$ cat src/rtl/rkey_sched_ctrl.sv
// rkey_sched_ctrl: sequences the round-key shift ring (load, per-round shift, status).
// Optional zeroize path (key_clear port, ZERO state) is built when RKEY_ZEROIZE_EN is defined.
module rkey_sched_ctrl #(
  parameter int unsigned RKW = 128,
  parameter int unsigned CW  = 4
) (
  input  logic           clk,
  input  logic           rst_n,
  input  logic           key_start,
  input  logic [1:0]     key_nk,
  input  logic           rk_valid,
  input  logic [RKW-1:0] rk_data,
  output logic           rk_ready,
  input  logic           blk_start,
  input  logic           blk_inv,
  input  logic           round_adv,
`ifdef RKEY_ZEROIZE_EN
  input  logic           key_clear,
`endif
  output logic [1:0]     dist_nk,
  output logic           dist_load,
  output logic [RKW-1:0] dist_rk,
  output logic           dist_shift,
  output logic           dist_inv,
  output logic           key_ready,
  output logic           busy,
  output logic [CW-1:0]  round_idx,
  output logic           first_round,
  output logic           last_round,
  output logic           blk_done
);

`ifdef RKEY_ZEROIZE_EN
  typedef enum logic [2:0] {IDLE, LOAD, READY, RUN, ZERO} state_t;
  localparam logic [CW-1:0] ZERO_LAST = CW'(14);
`else
  typedef enum logic [1:0] {IDLE, LOAD, READY, RUN} state_t;
`endif

  state_t        state_q, state_d;
  logic [CW-1:0] cnt_q, cnt_d;
  logic          inv_q, inv_d;
  logic [1:0]    nk_d;
  logic [CW-1:0] idx_d;
  logic          shift_d, done_d;
  logic          key_ready_d, busy_d, first_d, last_d, dinv_d;

  // Last round number Nr for a key size; the schedule holds Nr+1 keys.
  function automatic logic [CW-1:0] nr_of(input logic [1:0] nk);
    case (nk)
      2'b00:   nr_of = CW'(10);
      2'b01:   nr_of = CW'(12);
      default: nr_of = CW'(14);
    endcase
  endfunction

  // Next-state, next-output and load-path logic
  always_comb begin
    state_d   = state_q;
    cnt_d     = cnt_q;
    inv_d     = inv_q;
    nk_d      = dist_nk;
    idx_d     = round_idx;
    shift_d   = 1'b0;
    done_d    = 1'b0;
    rk_ready  = 1'b0;
    dist_load = 1'b0;
    dist_rk   = '0;

    case (state_q)
      IDLE: begin
        if (key_start) begin
          state_d = LOAD;
          nk_d    = key_nk;
          cnt_d   = '0;
        end
      end
      LOAD: begin
        rk_ready  = 1'b1;
        dist_rk   = rk_data;
        dist_load = rk_valid;
        if (rk_valid) begin
          if (cnt_q == nr_of(dist_nk)) begin
            state_d = READY;
            cnt_d   = '0;
          end else begin
            cnt_d = cnt_q + CW'(1);
          end
        end
      end
      READY: begin
        if (key_start) begin
          state_d = LOAD;
          nk_d    = key_nk;
          cnt_d   = '0;
        end else if (blk_start) begin
          state_d = RUN;
          inv_d   = blk_inv;
          idx_d   = '0;
        end
      end
      RUN: begin
        if (round_adv) begin
          shift_d = 1'b1;
          if (round_idx == nr_of(dist_nk)) begin
            done_d  = 1'b1;
            idx_d   = '0;
            state_d = READY;
          end else begin
            idx_d = round_idx + CW'(1);
          end
        end
      end
`ifdef RKEY_ZEROIZE_EN
      ZERO: begin
        dist_load = 1'b1;
        if (cnt_q == ZERO_LAST) begin
          state_d = IDLE;
          cnt_d   = '0;
        end else begin
          cnt_d = cnt_q + CW'(1);
        end
      end
`endif
      default: state_d = IDLE;
    endcase

`ifdef RKEY_ZEROIZE_EN
    // key_clear overrides whatever the current state decided
    if (key_clear) begin
      state_d = ZERO;
      cnt_d   = '0;
      nk_d    = 2'b10;
      idx_d   = '0;
      inv_d   = 1'b0;
      shift_d = 1'b0;
      done_d  = 1'b0;
    end
`endif

    key_ready_d = (state_d == READY);
`ifdef RKEY_ZEROIZE_EN
    busy_d      = (state_d == LOAD) || (state_d == RUN) || (state_d == ZERO);
`else
    busy_d      = (state_d == LOAD) || (state_d == RUN);
`endif
    first_d     = (state_d == RUN) && (idx_d == '0);
    last_d      = (state_d == RUN) && (idx_d == nr_of(nk_d));
    // direction stays valid through the final shift, which lands after RUN exits
    dinv_d      = inv_d && ((state_d == RUN) || shift_d);
  end

  // State and registered outputs
  always_ff @(posedge clk or negedge rst_n) begin
    if (!rst_n) begin
      state_q     <= IDLE;
      cnt_q       <= '0;
      inv_q       <= 1'b0;
      dist_nk     <= 2'b00;
      dist_shift  <= 1'b0;
      dist_inv    <= 1'b0;
      key_ready   <= 1'b0;
      busy        <= 1'b0;
      round_idx   <= '0;
      first_round <= 1'b0;
      last_round  <= 1'b0;
      blk_done    <= 1'b0;
    end else begin
      state_q     <= state_d;
      cnt_q       <= cnt_d;
      inv_q       <= inv_d;
      dist_nk     <= nk_d;
      dist_shift  <= shift_d;
      dist_inv    <= dinv_d;
      key_ready   <= key_ready_d;
      busy        <= busy_d;
      round_idx   <= idx_d;
      first_round <= first_d;
      last_round  <= last_d;
      blk_done    <= done_d;
    end
  end

endmodule

$ cat config.mk
export PLATFORM = sky130hd
export DESIGN_NAME = rkey_sched_ctrl
export DESIGN_NICKNAME = d
export VERILOG_FILES = /design/src/rtl/rkey_sched_ctrl.sv
export SDC_FILE = /design/constraint.sdc
export NUM_CORES = 1
export LEC_CHECK = 0
export ABC_AREA = 1
export BUFFER_PORTS_ARGS = -buffer_cell sky130_fd_sc_hd__buf_2
export CORE_AREA = 2 2 108 110
export CTS_BUF_LIST = sky130_fd_sc_hd__clkbuf_8
export DETAILED_ROUTE_END_ITERATION = 16
export DIE_AREA = 0 0 110 112
export PLACE_DENSITY_LB_ADDON = 0.1
export SLEW_MARGIN = 20
export SYNTH_ARGS = -nofsm -noshare
export SYNTH_HDL_FRONTEND = slang
export SYNTH_SLANG_ARGS = --single-unit
export TNS_END_PERCENT = 30
$ cat constraint.sdc
create_clock -name clk -period 1.8 [get_ports clk]
set_clock_uncertainty 0.2 [all_clocks]
set_input_delay 0.54 -clock clk [delete_from_list [all_inputs] [get_ports clk]]
set_output_delay 0.54 -clock clk [all_outputs]
set_load 0.01 [all_outputs]
## After elaboration in Yosys (flattened, before gate mapping)

Cells that the tools add are included.

| storage, ports and cells | value |
|---|---|
| output and inout bits | 143 |
| input bits | 137 |
| word-level logic and storage cells | 75 |
| register bits after elaboration | 20 |

| cells by class | value |
|---|---|
| $add $sub $neg | 2 |
| reductions and logical operators | 12 |
| eq/ne operators | 13 |
| muxes and demuxes | 36 |

Operators with widths:

| kind | count |
|---|---|
| $mux 128 | 1 |
| $mux 4 | 11 |
| $mux 2 | 9 |
| $pmux 4 s2 | 2 |
| $eq 4x4->1 | 3 |
| $pmux 3 s2 | 2 |
| $mux 1 | 10 |
| $add 4x1->4 const B | 2 |
| $eq 2x1->1 const B | 4 |
| $eq 2x2->1 const B | 4 |
| $pmux 2 s4 | 1 |
| $logic_not 2->1 | 3 |
| $logic_not 4->1 | 1 |
| $logic_and 1x1->1 | 3 |
| $reduce_and 3->1 | 1 |
| $logic_or 1x1->1 | 2 |
| $ne 2x1->1 const B | 1 |
| $ne 2x2->1 const B | 1 |
| $reduce_bool 2->1 | 1 |
| $reduce_or 2->1 | 1 |

## Longest topological paths before layout

| logic depth | value |
|---|---|
| depth in word-level cells | 11 |
| mapped depth | 12 |
| depth with buffers taken out | 12 |

## Worst setup path before layout

OpenSTA, ideal clock, no wires.

| path | value |
|---|---|
| path kind | reg-to-output |
| start point | register state_q[1] |
| end point | output port dist_rk[0] |
| required time | 1060 ps |
| path buffers | 2 |
| stages on the path, launching flop included | 6 |
| arrival | 1245 ps |
| path slack | -185 ps |
| cells stage by stage | dfrtp_1 -> nor2_2 -> inv_1 -> clkbuf_1 -> buf_2 -> nor2_1 |

| between the ends | value |
|---|---|
| longest elaborated chain between the ends | 2 |

RTL lines:

| what | RTL line | text |
|---|---|---|
| start, declared | 40 | `state_t state_q, state_d;` |
| start signal, assigned | 169 | `state_q <= state_d;` |
| $eq 2x1->1 | 70 | `case (state_q)` |
| $mux 128 | 70 |  |
| end, declared | 22 | `output logic [RKW-1:0] dist_rk,` |

Every way passes these cells.

## Worst setup path after layout

| path | value |
|---|---|
| start point | register state_q[1] |
| end point | output port dist_rk[99] |

The elaborated chain is that of the path after synthesis.

==> impl_metrics.toml <==
[critical_path]
cp.arrival_ns = 1.37
critPathLaunchType = "flop"
required_ns = 1.06
crit_slowest_cell = "dfrtp_1"
slowest_delay_ns = 0.41
crit_family = "buffers and inverters"
path_cells = "nor2_4, inv_6, buf_12, nor2_1, buf_2"
end_kind = "output port"
cp_max_fo = 32
path_buf_inv = 3
path_class = "flop to output port"

[clock_network]
cts_tree = "built"
path_clk_slew_ns = 0.08
ctsHoldBuffers = 0
cts.sinks = 20
cts_buffer_depth = 2
cts_root_buf = "clkbuf_8"
htree_levels = 1
numCtsBuffers = 3
clk-insertion-delay-late_ns = 0.26

[route]
via_per_inst = 3.89
drt_pass1_iterations = 4
antenna_left = 0
wl_per_cell_um = 13.3
drc = 0
drtIter0Drc = 150
vias = 3296
wirelength_um = 11300

[cells_and_area]
nNetsFinal = 843
fillers = 1257
area_delta_synth_final_pct = 101
utilization = 0.390
final-seq-area_sq_um = 500
fin_area_sq_mm = 0.00436
multi_input_area_sq_mm = 0.00126
drive_gt1_frac = 0.532
final_cells = 848

[floorplanning]
dieArea_sq_mm = 0.0123
rows = 39
die_w_um = 110
die_h_um = 112
core_area_sq_mm = 0.0112
start_util = 0.194
io_pins = 280

[sta]
final_hold_viol_count = 0
report.final.slew_viol_count = 0
setup_ws_ns = -0.312
rsz0062_at_grt = "true"
clock.fmax_mhz = 473
worst_slew_pin_slew_ns = 0.481
finalSetupViolations = 130
post-route-min-period_ns = 2.11
slew_headroom = 0.680
finalCritPeriodShare = 1.17

[grt]
grt_pass1_wl_um = 16500
grtUsageTotal = 0.174
antenna_found_initial = 4
gr-total-overflow = 0
grt_start_max_net_pins = 33
grt_pass1_vias = 3161

[pwr]
vdd_drop_max_mv = 0.548
cellLeakagePower_uw = 0.00293
power.density_mw_per_mm2 = 1140
p_total_uw = 4990

[flow_run]
cap_violations = 0

[logic_synthesis]
ys_seq_area_frac = 0.231
syn-mean-instance-area_sq_um = 5.18
synth_area_sq_mm = 0.00217
synth_top_flop_cell = "dfrtp_1"
syn_nets = 558
netlist_instances = 419
synth_async_sr_flop_share = 1.00
yosysUniqueCellTypes = 25
ys_seq_elements = 20
synth_edf_count = 0
ys_warn_count = 0

[run_status]
run_status = "complete, but fails checks"
violations = "negative setup slack"

[placement]
placed_area_sq_mm = 0.00406
hpwl_um = 9930
place_congestion = 0.870
io_buffers = 279
place_inst = 841

[hold_path]
hp-class = "input port to asynchronous set/reset pin"
==> logic make-up after synthesis <==
logic type      Yosys count  share of synthesized area
flops                    20                      0.231
buf+inv                 172                      0.305
simple gates            207                      0.398
compound gates           17                     0.0507
xor+xnor                  1                    0.00404
fa+ha+maj                 2                     0.0115
==> area by class of cell <==
class / count / area share
clock buffer: 4 / 0.0126
multi-input combinational: 227 / 0.289
timing repair buffer: 294 / 0.404
inverter: 158 / 0.138
tap: 143 / 0.0411
sequential: 20 / 0.115
antenna: 2 / 0.00115
==> cells in the mapped netlist (all sizes together) (2+ instances only) <==
cell type / n / area share
o21ai: 7 / 0.020
buf: 13 / 0.030
nand2: 42 / 0.086
inv: 157 / 0.27
nor2: 148 / 0.27
a21oi: 7 / 0.020
dfrtp: 20 / 0.23
ha: 2 / 0.012
nand3: 15 / 0.037
==> worst reg2reg max path: cells and delay by family (launching register included) <==
kind	cells	cell delay [ns]
buffers and inverters	4	0.41
and+or+nand+nor	8	0.58
AOI/OAI and AO/OA	1	0.08
DFF	1	0.41
==> per-layer routing <==
metal / vias to the layer above / routed length, um / GRT usage / share of wire
met5: - / 27 / 0 / 0.0024
met1: 1435 / 4520 / 0.223 / 0.40
li1: 1701 / - / - / -
met2: 144 / 5390 / 0.296 / 0.48
met4: 4 / 76 / 0.0228 / 0.0067
met3: 12 / 1270 / 0.0486 / 0.11
==> where the power goes <==
| part | total, uW | internal (uW) | leakage [uW] | switching [uW] |
|---|---|---|---|---|
| sequential | 651 | 555 | 0.000254 | 95.5 |
| combinational | 3980 | 1710 | 0.00265 | 2280 |
| clock | 352 | 195 | 0.0000288 | 157 |
| total | 4990 | 2460 | 0.00293 | 2530 |
==> cells in the final DEF (no fill, tap or decap), drive strengths merged <==
master    n
nand3    15
buf     294
nand2    42
ha        2
o22ai     1
xor2      1
o21ai     7
o31ai     1
inv     157
nor2    148
dfrtp    20
clkbuf    4
diode     2
or2       1
a21oi     7
nand4     1
clkinv    1
o21bai    1
==> per-stage QoR <==
step           setup TNS [ns]  hold WS (ns)  worst slack [ns]
2_1_floorplan          -12.84        0.0444            -0.125
3_3_place_gp           -0.157         0.335           -0.0784
3_5_place_dp           -0.161         0.332           -0.0650
4_1_cts                -35.23        0.0481            -0.316
5_1_grt                -43.38        0.0712            -0.388
6_report               -33.18        0.0265            -0.312
==> state kept, by name, summed over array words and instances (netlist names) <==
name	count
cnt_q	4
dist_shift	1
first_round	1
dist_inv	1
last_round	1
key_ready	1
blk_done	1
dist_nk	2
inv_q	1
busy	1
round_idx	4
state_q	2
==> path summary, 6_finish.rpt <==
path / from / slack, ns / depth (start not counted) / end
max: state_q[1] / -0.31 / 5 / dist_rk[99]
min: rst_n / 0.03 / 1 / round_idx[0]
max reg2reg: state_q[1] / 0.07 / 13 / last_round
min reg2reg: cnt_q[0] / 0.34 / 1 / cnt_q[0]
max in group asynchronous: rst_n / 1.04 / 1 / state_q[1]
min in group clk: cnt_q[0] / 0.34 / 1 / cnt_q[0]
==> timing repair <==
action / CTS / global route
resized for setup: 49 / 5
buffers inserted: 0 / 1
endpoints found under the hold margin: 0 / 0
setup endpoints to repair: 130 / 132
pin swaps: 1 / 1
cloned: 0 / 0
No activity file was read; power rests on OpenSTA's default activity.
